--- config.mk ---
export PLATFORM = sky130hd
export DESIGN_NAME = nibble_serial_addsub_ctrl
export DESIGN_NICKNAME = d
export VERILOG_FILES = /design/src/rtl/nibble_serial_addsub_ctrl_pkg.sv /design/src/rtl/nibble_serial_addsub_ctrl_addc.sv /design/src/rtl/nibble_serial_addsub_ctrl.sv
export SDC_FILE = /design/constraint.sdc
export NUM_CORES = 1
export LEC_CHECK = 0
export BUFFER_PORTS_ARGS = -buffer_cell sky130_fd_sc_hd__buf_2
export CAP_MARGIN = 20
export CORE_UTILIZATION = 35
export DETAILED_ROUTE_END_ITERATION = 10
export SLEW_MARGIN = 20
export SYNTH_ARGS = -nofsm -noshare
export SYNTH_HDL_FRONTEND = slang
export SYNTH_SLANG_ARGS = --single-unit
--- constraint.sdc ---
create_clock -name clk -period 6.2 [get_ports clk]
set_clock_uncertainty 0.15 [all_clocks]
set_input_delay 0.31 -clock clk [delete_from_list [all_inputs] [get_ports clk]]
set_output_delay 0.31 -clock clk [all_outputs]
set_load 0.01 [all_outputs]
--- src/rtl/nibble_serial_addsub_ctrl_pkg.sv ---
// Shared constants, state encoding and width helper for the nibble-serial add/sub sequencer.
package nibble_serial_addsub_ctrl_pkg;

  localparam int unsigned NIBBLE_W = 4;

  typedef enum logic [1:0] {
    ST_IDLE = 2'd0,
    ST_RUN  = 2'd1,
    ST_DONE = 2'd2
  } state_e;

  // Ceiling log2; a pass counter for n passes needs clog2(n) bits (0 for n==1).
  function automatic int unsigned clog2(input int unsigned n);
    int unsigned r;
    int unsigned v;
    r = 0;
    v = (n > 0) ? (n - 1) : 0;
    while (v > 0) begin
      v = v >> 1;
      r = r + 1;
    end
    return r;
  endfunction

endpackage

--- src/rtl/nibble_serial_addsub_ctrl_addc.sv ---
// 4-bit ripple-carry slice; exposes the carry into bit 3 for signed overflow.
module nibble_addc
  import nibble_serial_addsub_ctrl_pkg::*;
(
  input  logic [NIBBLE_W-1:0] a,
  input  logic [NIBBLE_W-1:0] b,
  input  logic                cin,
  output logic [NIBBLE_W-1:0] s,
  output logic                c3,
  output logic                c4
);

  logic [3:0] lo;
  logic [1:0] hi;

  // Low three bits first so the carry into the MSB is directly observable.
  always_comb begin
    lo = 4'(a[2:0]) + 4'(b[2:0]) + 4'(cin);
    hi = 2'(a[3]) + 2'(b[3]) + 2'(lo[3]);
    s  = {hi[0], lo[2:0]};
    c3 = lo[3];
    c4 = hi[1];
  end

endmodule

--- src/rtl/nibble_serial_addsub_ctrl.sv ---
// Sequencer running a W-bit add/sub through one shared 4-bit slice, LSB nibble first.
module nibble_serial_addsub_ctrl
  import nibble_serial_addsub_ctrl_pkg::*;
#(
  parameter int unsigned NIBBLES = 4
) (
  input  logic                         clk,
  input  logic                         rst,
  input  logic                         start,
  input  logic                         sub,
  input  logic [NIBBLE_W*NIBBLES-1:0]  a,
  input  logic [NIBBLE_W*NIBBLES-1:0]  b,
  output logic                         busy,
  output logic                         done,
  output logic [NIBBLE_W*NIBBLES-1:0]  result,
  output logic                         cout,
  output logic                         ovf_unsigned,
  output logic                         ovf_signed
);

  localparam int unsigned W     = NIBBLE_W * NIBBLES;
  localparam int unsigned CNT_W = (clog2(NIBBLES) > 0) ? clog2(NIBBLES) : 1;
  localparam logic [CNT_W-1:0] LAST = CNT_W'(NIBBLES - 1);

  state_e             state_q, state_d;
  logic [CNT_W-1:0]   count_q, count_d;
  logic               carry_q, carry_d;
  logic               op_sub_q, op_sub_d;
  logic [W-1:0]       a_sh_q, a_sh_d;
  logic [W-1:0]       b_sh_q, b_sh_d;
  logic [W-1:0]       res_sh_q, res_sh_d;
  logic [W-1:0]       result_q, result_d;
  logic               cout_q, cout_d;
  logic               ovfu_q, ovfu_d;
  logic               ovfs_q, ovfs_d;
  logic               busy_q, busy_d;
  logic               done_q, done_d;

  logic [NIBBLE_W-1:0] sum;
  logic                c3;
  logic                c4;

  nibble_addc u_addc (
    .a   (a_sh_q[NIBBLE_W-1:0]),
    .b   (b_sh_q[NIBBLE_W-1:0]),
    .cin (carry_q),
    .s   (sum),
    .c3  (c3),
    .c4  (c4)
  );

  // State and datapath registers; reset aborts any operation in flight.
  always_ff @(posedge clk or posedge rst) begin
    if (rst) begin
      state_q  <= ST_IDLE;
      count_q  <= '0;
      carry_q  <= 1'b0;
      op_sub_q <= 1'b0;
      a_sh_q   <= '0;
      b_sh_q   <= '0;
      res_sh_q <= '0;
      result_q <= '0;
      cout_q   <= 1'b0;
      ovfu_q   <= 1'b0;
      ovfs_q   <= 1'b0;
      busy_q   <= 1'b0;
      done_q   <= 1'b0;
    end else begin
      state_q  <= state_d;
      count_q  <= count_d;
      carry_q  <= carry_d;
      op_sub_q <= op_sub_d;
      a_sh_q   <= a_sh_d;
      b_sh_q   <= b_sh_d;
      res_sh_q <= res_sh_d;
      result_q <= result_d;
      cout_q   <= cout_d;
      ovfu_q   <= ovfu_d;
      ovfs_q   <= ovfs_d;
      busy_q   <= busy_d;
      done_q   <= done_d;
    end
  end

  // Next-state, operand load, per-nibble pass and final flag capture.
  always_comb begin
    state_d  = state_q;
    count_d  = count_q;
    carry_d  = carry_q;
    op_sub_d = op_sub_q;
    a_sh_d   = a_sh_q;
    b_sh_d   = b_sh_q;
    res_sh_d = res_sh_q;
    result_d = result_q;
    cout_d   = cout_q;
    ovfu_d   = ovfu_q;
    ovfs_d   = ovfs_q;

    unique case (state_q)
      ST_IDLE: begin
        if (start) state_d = ST_RUN;
      end
      ST_RUN: begin
        // Each result nibble enters at the top so the LSB nibble ends at bit 0.
        res_sh_d = W'({sum, res_sh_q} >> NIBBLE_W);
        a_sh_d   = a_sh_q >> NIBBLE_W;
        b_sh_d   = b_sh_q >> NIBBLE_W;
        carry_d  = c4;
        count_d  = count_q + CNT_W'(1);
        if (count_q == LAST) begin
          state_d  = ST_DONE;
          result_d = res_sh_d;
          cout_d   = c4;
          ovfu_d   = op_sub_q ? ~c4 : c4;
          ovfs_d   = c3 ^ c4;
        end
      end
      ST_DONE: begin
        state_d = start ? ST_RUN : ST_IDLE;
      end
      default: begin
        state_d = ST_IDLE;
      end
    endcase

    // Subtraction is a + ~b + 1, so the inverted operand and carry-in are loaded here.
    if (start && (state_q != ST_RUN)) begin
      a_sh_d   = a;
      b_sh_d   = sub ? ~b : b;
      carry_d  = sub;
      op_sub_d = sub;
      count_d  = '0;
    end

    busy_d = (state_d == ST_RUN);
    done_d = (state_d == ST_DONE);
  end

  assign busy         = busy_q;
  assign done         = done_q;
  assign result       = result_q;
  assign cout         = cout_q;
  assign ovf_unsigned = ovfu_q;
  assign ovf_signed   = ovfs_q;

endmodule

**Word level (Yosys, flattened, before mapping)**

Index checks and enable logic that the tools add are counted.

- Latch bits: 0
- Bits in registers: 75
- ROM bits: 0
- Input port bits: 36
- Output and inout port bits: 21
- Memories kept: 0
- RAM bits: 0

- Div/mod/pow operators: 0
- Shift operators: 0
- Reductions and logical operators: 4
- Mux-type cells: 14
- Equality and inequality tests: 6
- Multipliers: 0
- $lt $le $gt $ge: 0
- $add $sub $neg: 5
- Bitwise operators: 3

Operators by type and width:

| operator | number |
|---|---|
| $mux W16 | 5 |
| $not A16 Y16 | 1 |
| $mux W2 | 4 |
| $eq A2 B2 Y1 const B | 3 |
| $pmux W2 S3 | 1 |
| $add A3 B3 Y4 | 1 |
| $add A4 B1 Y4 | 1 |
| $eq A2 B1 Y1 const B | 2 |
| $mux W1 | 4 |
| $add A1 B1 Y2 | 1 |
| $add A2 B1 Y2 | 1 |
| $add A2 B1 Y2 const B | 1 |
| $logic_not A2 Y1 | 1 |
| $ne A2 B1 Y1 const B | 1 |
| $reduce_and A2 Y1 | 1 |
| $reduce_bool A2 Y1 | 1 |
| $logic_and A1 B1 Y1 | 1 |
| $not A1 Y1 | 1 |
| $xor A1 B1 Y1 | 1 |

**Longest topological paths before layout**

Gate-level depths: netlist (run 1).

- Depth in word-level cells: 5
- Gate-level depth with buffers: 7
- Gate-level depth less buffers: 7

**Hierarchy**

From an unflattened synthesis (run 1), not the netlist that was laid out.

- Cell total of the unflattened synthesis: 295
- Area total of the unflattened synthesis: 3248.1 um2

By module, submodules not included:

| module | sequential area each (um2) | area each (um2) | times used | cells each |
|---|---|---|---|---|
| nibble_serial_addsub_ctrl | 1776.7 | 3091.7 | 1 | 274 |
| nibble_addc | 0.0 | 156.4 | 1 | 21 |

**Worst setup path after synthesis (run 1)**

OpenSTA, ideal clock, no wires.

- Path kind: flip-flop to flip-flop
- Start: register a_sh_q[2]
- End: register ovfs_q (netlist: ovf_signed)
- Arrival time: 1712 ps
- Buffers on the path: 0
- Cell stages (with the launch flop): 8
- Required time: 5926 ps
- Slack: 4215 ps
- Path through: dfrtp_1 > ha_1 > nand3_1 > and2_1 > fa_1 > inv_1 > a21oi_1 > o31a_1

- Word-level cells in the longest chain between the ends: 4

RTL lines:

| what | line | RTL |
|---|---|---|
| start: declaration | nibble_serial_addsub_ctrl.sv:29 | `logic [W-1:0] a_sh_q, a_sh_d;` |
| start signal: assignment | nibble_serial_addsub_ctrl.sv:73 | `a_sh_q <= a_sh_d;` |
| $add A3 B3 Y4 (*) | nibble_serial_addsub_ctrl_addc.sv:18 | `lo = 4'(a[2:0]) + 4'(b[2:0]) + 4'(cin);` |
| $add A4 B1 Y4 (*) | nibble_serial_addsub_ctrl_addc.sv:18 |  |
| $add A2 B1 Y2 | nibble_serial_addsub_ctrl_addc.sv:19 | `hi = 2'(a[3]) + 2'(b[3]) + 2'(lo[3]);` |
| $xor A1 B1 Y1 (*) | nibble_serial_addsub_ctrl.sv:115 | `ovfs_d = c3 ^ c4;` |
| end signal: assignment | nibble_serial_addsub_ctrl.sv:79 | `ovfs_q <= ovfs_d;` |
| end: declaration | nibble_serial_addsub_ctrl.sv:35 | `logic ovfs_q, ovfs_d;` |

Every way passes the cells marked *; elsewhere a longest branch is shown, timed or not.
A chain may end at the register's enable or synchronous reset.

**Worst setup path after layout (run 1)**

- Start: register b_sh_q[2]
- End: register ovfs_q (netlist: ovf_signed)

- Word-level cells in the longest chain between the ends: 4

RTL lines:

| what | line | RTL |
|---|---|---|
| start: declaration | nibble_serial_addsub_ctrl.sv:30 | `logic [W-1:0] b_sh_q, b_sh_d;` |
| start signal: assignment | nibble_serial_addsub_ctrl.sv:74 | `b_sh_q <= b_sh_d;` |
| $add A3 B3 Y4 (*) | nibble_serial_addsub_ctrl_addc.sv:18 |  |
| $add A4 B1 Y4 (*) | nibble_serial_addsub_ctrl_addc.sv:18 |  |
| $add A2 B1 Y2 | nibble_serial_addsub_ctrl_addc.sv:19 |  |
| $xor A1 B1 Y1 (*) | nibble_serial_addsub_ctrl.sv:115 |  |

Marks and branches as above.

==> results of run 1 <==
per-stage QoR:
step	hold slack [ps]	cell area [µm²]	worst slack, ps	utilization	power, mW
floorplan	296	3220	3940	-	1.25
global placement	309	3540	4150	0.403	1.41
detailed placement	316	3540	4090	0.403	1.44
CTS	34.2	3730	4070	0.424	1.80
global route	40.3	3730	3940	0.424	1.93
finish	54.1	3730	4070	0.424	1.77
cell type report:
type	count	area [µm²]	area share
multi-input combinational	191	1300	0.348
timing repair buffer	58	295	0.0791
clock inverter	4	45.0	0.0121
sequential	71	1780	0.476
inverter	10	37.5	0.0101
tap	108	135	0.0362
clock buffer	12	145	0.0389
power breakdown:
group	total, mW	internal [mW]	switching [mW]
combinational	0.632	0.274	0.358
clock	0.359	0.195	0.164
sequential	0.783	0.668	0.115
total	1.77	1.14	0.636
routing by layer:
layer  track usage  up-vias  share of wire
met4        0.0524        0          0.016
met2         0.203       52           0.43
met3        0.0515        8          0.060
met5             0        -              0
met1         0.179      983           0.49
li1              -     1056              -
cells in the mapped netlist:
master / count / area share
nand3_1: 3 / 0.0047
clkbuf_1: 3 / 0.0035
and2_1: 1 / 0.0019
buf_4: 4 / 0.0093
a211oi_1: 5 / 0.012
inv_1: 10 / 0.012
o31a_1: 1 / 0.0027
xor2_1: 14 / 0.038
clkbuf_2: 1 / 0.0016
fa_1: 3 / 0.019
buf_2: 9 / 0.014
nor2_1: 8 / 0.0093
mux2_4: 7 / 0.033
and3_1: 1 / 0.0019
a21oi_1: 3 / 0.0047
xnor2_1: 4 / 0.011
o21ai_0: 35 / 0.054
ha_1: 3 / 0.012
nand2_1: 62 / 0.072
nand3b_4: 1 / 0.0062
nand2b_1: 2 / 0.0039
buf_6: 2 / 0.0070
nor2b_1: 2 / 0.0039
mux2_2: 6 / 0.021
o22ai_1: 2 / 0.0039
dfrtp_1: 71 / 0.55
mux2i_1: 28 / 0.087
tightest hold or removal path, cell delays in order:
cell and delay, ps:
buf_2 100, inv_2 30, buf_4 650
sequential cells by signal, summed over array words and instances, names as in the netlist:
signal,cells
a_sh_q,16
b_sh_q,16
result,16
res_sh_q,12
count_q,2
state_q,2
busy,1
carry_q,1
cout,1
done,1
op_sub_q,1
ovf_signed,1
ovf_unsigned,1
kinds of logic (layout without fill, tap and decap cells):
group / Yosys count / count (layout) / synth area share
fa+ha+maj: 6 / 6 / 0.0303
simple gates: 80 / 80 / 0.104
flops: 71 / 71 / 0.552
compound gates: 46 / 46 / 0.0773
mux: 41 / 41 / 0.141
buf+inv: 29 / 84 / 0.0470
xor+xnor: 18 / 18 / 0.0490
path summary, 6_finish.rpt:
path,endpoint,cells after the start
max in group asynchronous,a_sh_q[1],3
max reg2reg,ovf_signed,7
max,ovf_signed,7
min,result[7],3
min reg2reg,res_sh_q[7],2
min in group clk,a_sh_q[12],3
==> impl_metrics.yaml, run 1 <==
run_status:
  violations: "DRC"
  outcome: "finished, violations left"
placed_design:
  place_congestion: 0.773
  post-place-cells: 438
  hpwl_um: 3750
  port-buffer-count: 56
global_routing:
  wire_length_of_the_first_global_routing_pass_um: 10100
  vias_in_the_first_global_route: 2038
  grtUsageTotal: 0.136
  global_route.overflow_total: 0
  antenna_found_initial: 0
  grt_start_max_net_pins: 72
cts:
  h-tree-depth: 3
  path_clk_slew_ps: 70
  ctsLongestPathBuffers: 2
  cts_inserted_buffers: 9
  worst_skew_pair_later_pin_latency_ps: 350
  post_cts_hold_buffer_count: 0
  post_cts_resized: 0
  clock-root-buffer: "clkbuf_8"
  cts_tree: "built"
  numClockSinks: 71
  cts.repair_timing.setup_buffer_count: 0
sta:
  timing.fmax_mhz: 470
  setup_repair_after_global_routing_missed_its_margin: "no"
  final.period_utilization: 0.344
  setup_viols_final: 0
  relSlewSlack: 0.301
  worst_pin_slew_ps: 1050
  hold_viol: 0
  setup_total_negative_slack_ps: 0
  timing_max_transition_violations_final: 0
  shortest_period_the_worst_path_allows_ps: 2130
setup_path:
  critical_path.n_buffers_inverters: 1
  slowest_stage_cell_cp: "fa_1"
  crit_path_start_kind: "flop"
  setup.worst_path.start: "b_sh_q[2]"
  worst_ep_required_time_ps: 6280
  end_kind: "flop"
  cp.arrival_ps: 2210
  r2r_slack_ps: 4070
  r2r-start: "b_sh_q[2]"
  cp_cell_sequence: "ha_1 -> nand3_1 -> and2_1 -> fa_1 -> inv_1 -> a21oi_1 -> o31a_1"
  critical_path.max_stage_delay_ps: 440
  cp_max_fo: 4
  critPathKind: "flop to flop"
  crit_family: "adder cells"
drt:
  detail_route.iter0.violations: 117
  post_drt_wl_per_cell_um: 12.9
  drt-total-wl_um: 5860
  drt_drc_violations_left: 5
  dr_total_vias: 2099
  drt-pass1-iter-count: 7
  drt-vias-per-instance: 4.62
  route.antenna.remaining_nets: 0
layout:
  layout_commonest_cell: "dfrtp_1"
  area.growth.synth_to_final_pct: 16.0
  diodes: 0
  final-instance-count-excl-fill: 454
  final_nets: 383
  post_route_cells_drive_above_1_share: 0.254
  most_frequent_cells_in_the_layout: "71 x dfrtp_1, 62 x nand2_1, 56 x buf_2"
  fillCellCount: 872
synthesis:
  netlist_instances: 291
  ys_seq_area_frac: 0.552
  synth.ff_latch_count: 71
  avgSynthCellArea_um2: 11.1
  syn_warnings: 0
  synth.lib_cells_used.distinct: 27
  postSynthNetCount: 333
  synthesis.area_mm2: 0.00322
die:
  rows: 34
  core-area_mm2: 0.00881
  pin_count: 57
  fp.dieArea_mm2: 0.00959
  start_util: 0.366
  chipWidth_um: 97.9
  die_height_um: 97.9
flow_run:
  max-cap-violations: 0
worst_hold_path:
  hp-class: "input pin to async pin"
power_and_ir_drop:
  vdd.ir_drop.worst_mv: 0.217
  cellPowerDensity_mw_per_mm2: 475
  power.static_leakage_nw: 1.92
(Power assumes the default switching activity.)
==> inputs of run 2 (changes only) <==
Settings changed: ABC_AREA set to 1.
Clock period 6.2 ns to 1.76 ns, I/O delays scaled along.
==> run 2 against run 1 <==
The flow finishes with violations (setup timing); worst hold slack improved by 72 ps; first-iteration DRC count fell by 32%; final cell count rose by 24%; synthesized area fell by 3.3%; maximum frequency increased by 19%; total power grew to 3.9 times the previous value; largest cell class unchanged.
==> impl_metrics.yaml, run 2 <==
power_and_ir_drop:
  vdd.ir_drop.worst_mv: 0.634
  p_total_mw: 6.92
  pwr-share-clk: 0.215
  cellPowerDensity_mw_per_mm2: 1630
  pwr-share-seq: 0.392
  p_int_mw: 4.40
  switching_share: 0.365
  power.static_leakage_nw: 2.15
  comb_power_share: 0.393
  p_switching_mw: 2.52
run_status:
  violations: "setup timing"
  outcome: "finished, violations left"
drt:
  detail_route.iter0.violations: 79
  dr_total_vias: 2567
  drt_drc_violations_left: 0
  post_drt_wl_per_cell_um: 12.2
  drt-vias-per-instance: 4.57
  route.antenna.remaining_nets: 0
  drt-pass1-iter-count: 6
  drt-total-wl_um: 6850
sta:
  hold_slack_ps: 126
  worst_pin_slew_ps: 579
  timing_max_transition_violations_final: 0
  setup_total_negative_slack_ps: -114
  shortest_period_the_worst_path_allows_ps: 1790
  timing.fmax_mhz: 558
  final.period_utilization: 1.02
  hold_viol: 0
  setup_viols_final: 4
  relSlewSlack: 0.613
  setup_ws_ps: -32.4
  setup_repair_after_global_routing_missed_its_margin: "yes"
synthesis:
  synthFlopType: "dfrtp_1"
  ys_top_cells_by_count: "143 x nand2_1, 71 x dfrtp_1, 28 x nand3_1"
  synth_area_leader_cell: "dfrtp_1"
  count_of_flip_flops_with_a_built_in_enable_after_synthesis: 0
  syn_warnings: 0
  avgSynthCellArea_um2: 8.97
  yosysMostFrequentCell: "nand2_1"
  synth.ff_latch_count: 71
  postSynth.asyncResetShare: 1.00
  synth.lib_cells_used.distinct: 22
  postSynthNetCount: 389
  synth.top_cells.by_area: "dfrtp_1 57%, nand2_1 17%, nand3_1 4.5%, o21ai_0 3.7%, xor2_1 3.4%"
  netlist_instances: 347
  synthDominantCellAreaShare: 0.571
  ys_seq_area_frac: 0.571
  synthesis.area_mm2: 0.00311
global_routing:
  antenna_found_initial: 0
  grt_start_max_net_pins: 35
  global_route.overflow_total: 0
  grtUsageTotal: 0.167
  vias_in_the_first_global_route: 2519
  wire_length_of_the_first_global_routing_pass_um: 11600
cts:
  worst_skew_pair_later_pin_latency_ps: 340
  cts_inserted_buffers: 9
  cts_tree: "built"
  path_clk_slew_ps: 70
  h-tree-depth: 3
  ctsLongestPathBuffers: 2
  numClockSinks: 71
  clock-root-buffer: "clkbuf_8"
die:
  start_util: 0.359
  core-area_mm2: 0.00868
  die_height_um: 96.3
  rows: 34
  fp.dieArea_mm2: 0.00928
  pin_count: 57
  chipWidth_um: 96.3
placed_design:
  port-buffer-count: 56
  hpwl_um: 4460
  cell_area_placed_mm2: 0.00359
  post-place-cells: 508
  place_congestion: 0.750
  pre_cts_slack_ps: -77.7
setup_path:
  r2r_cells: 5
  reg2reg_to: "result[13]"
  cp.arrival_ps: 1900
  cp_max_fo: 2
  r2r_slack_ps: -30
  critPathKind: "flop to flop"
  r2r-start: "b_sh_q[0]"
  crit_path_start_kind: "flop"
  end_kind: "flop"
  worst_ep_required_time_ps: 1870
flow_run:
  max-cap-violations: 0
layout:
  most_frequent_cells_in_the_layout: "140 x nand2_1, 71 x dfrtp_1, 56 x buf_2"
  diodes: 0
  final_nets: 491
  area.growth.synth_to_final_pct: 36.2
  final-instance-count-excl-fill: 562
  finalCoreUtilization: 0.488
  layout_commonest_cell: "nand2_1"
  post_route_cells_drive_above_1_share: 0.244
  finish.instance_area_mm2: 0.00424
worst_hold_path:
  hold_path.startpoint: "sub"
  worst_hold_path.endpoint: "op_sub_q"
  hp-class: "input pin to flop"
  min_path_cells: 3
[run 2: cell types whose count changed after synthesis, sizes merged, moves of 3 or more]
cell / before / now
mux2i: 28 / 0
clkbuf: 4 / 1
a211oi: 5 / 0
nand3: 3 / 29
nor2: 8 / 4
nand2: 62 / 146
inv: 10 / 24
o21ai: 35 / 29
mux2: 13 / 0
[run 2: timing repair]
action                                  4_1_cts  5_1_grt
hold buffers                                 34        0
buffers inserted                              2        2
gates resized for setup                      11        5
endpoints found under the hold margin        57        0
pin swaps                                    12        6
endpoints found under the setup margin        6        8
cloned                                        0        0
[run 2: critical path: stages (launching register included)]
cell     delay, ps
dfrtp_1        410
fa_2           410
buf_4          150
inv_2           50
fa_1           420
o21ai_1        130
[run 2: power by group through the flow]
stage               combinational [mW]  clock (mW)  sequential (mW)
floorplan                         1.62           0             2.77
global placement                  2.43           0             2.71
finish                            2.72        1.49             2.72
global route                      3.14        1.59             2.80
detailed placement                2.49           0             2.74
CTS                               2.66        1.51             2.72
[run 2: per-layer routing]
layer	up-vias	GRT usage	routed length [µm]
met5	-	0	0
met4	0	0.0441	91
met3	9	0.0537	307
met2	70	0.283	3370
met1	1203	0.205	3080
li1	1285	-	-
[run 2: cells by family after synthesis]
family,share of synthesized area
XOR/XNOR,0.0478
AO/OA/AOI/OAI,0.0539
AND/OR/NAND/NOR,0.235
flip-flops,0.571
adder cells (fa/ha/maj),0.0314
buffers and inverters,0.0611
[run 2: how the worst max path moves through the flow]
stage / from / end / slack, ps / cells past startpoint
final: b_sh_q[0] / result[13] / -30 / 5
after global routing: b_sh_q[2] / res_sh_q[15] / -90 / 7
after CTS: b_sh_q[0] / result[15] / -40 / 6
after detailed placement: b_sh_q[1] / ovf_signed / -80 / 9
after global placement: a_sh_q[2] / res_sh_q[15] / -50 / 5
after floorplan: a_sh_q[2] / res_sh_q[15] / -20 / 5
[run 2: cell type report]
| type | instances | area [µm²] |
|---|---|---|
| clock inverter | 5 | 80.1 |
| clock buffer | 11 | 151 |
| timing repair buffer | 107 | 798 |
| sequential | 71 | 1780 |
| fill | 861 | 4440 |
| inverter | 24 | 93.8 |
| multi-input combinational | 236 | 1200 |
| tap | 108 | 135 |
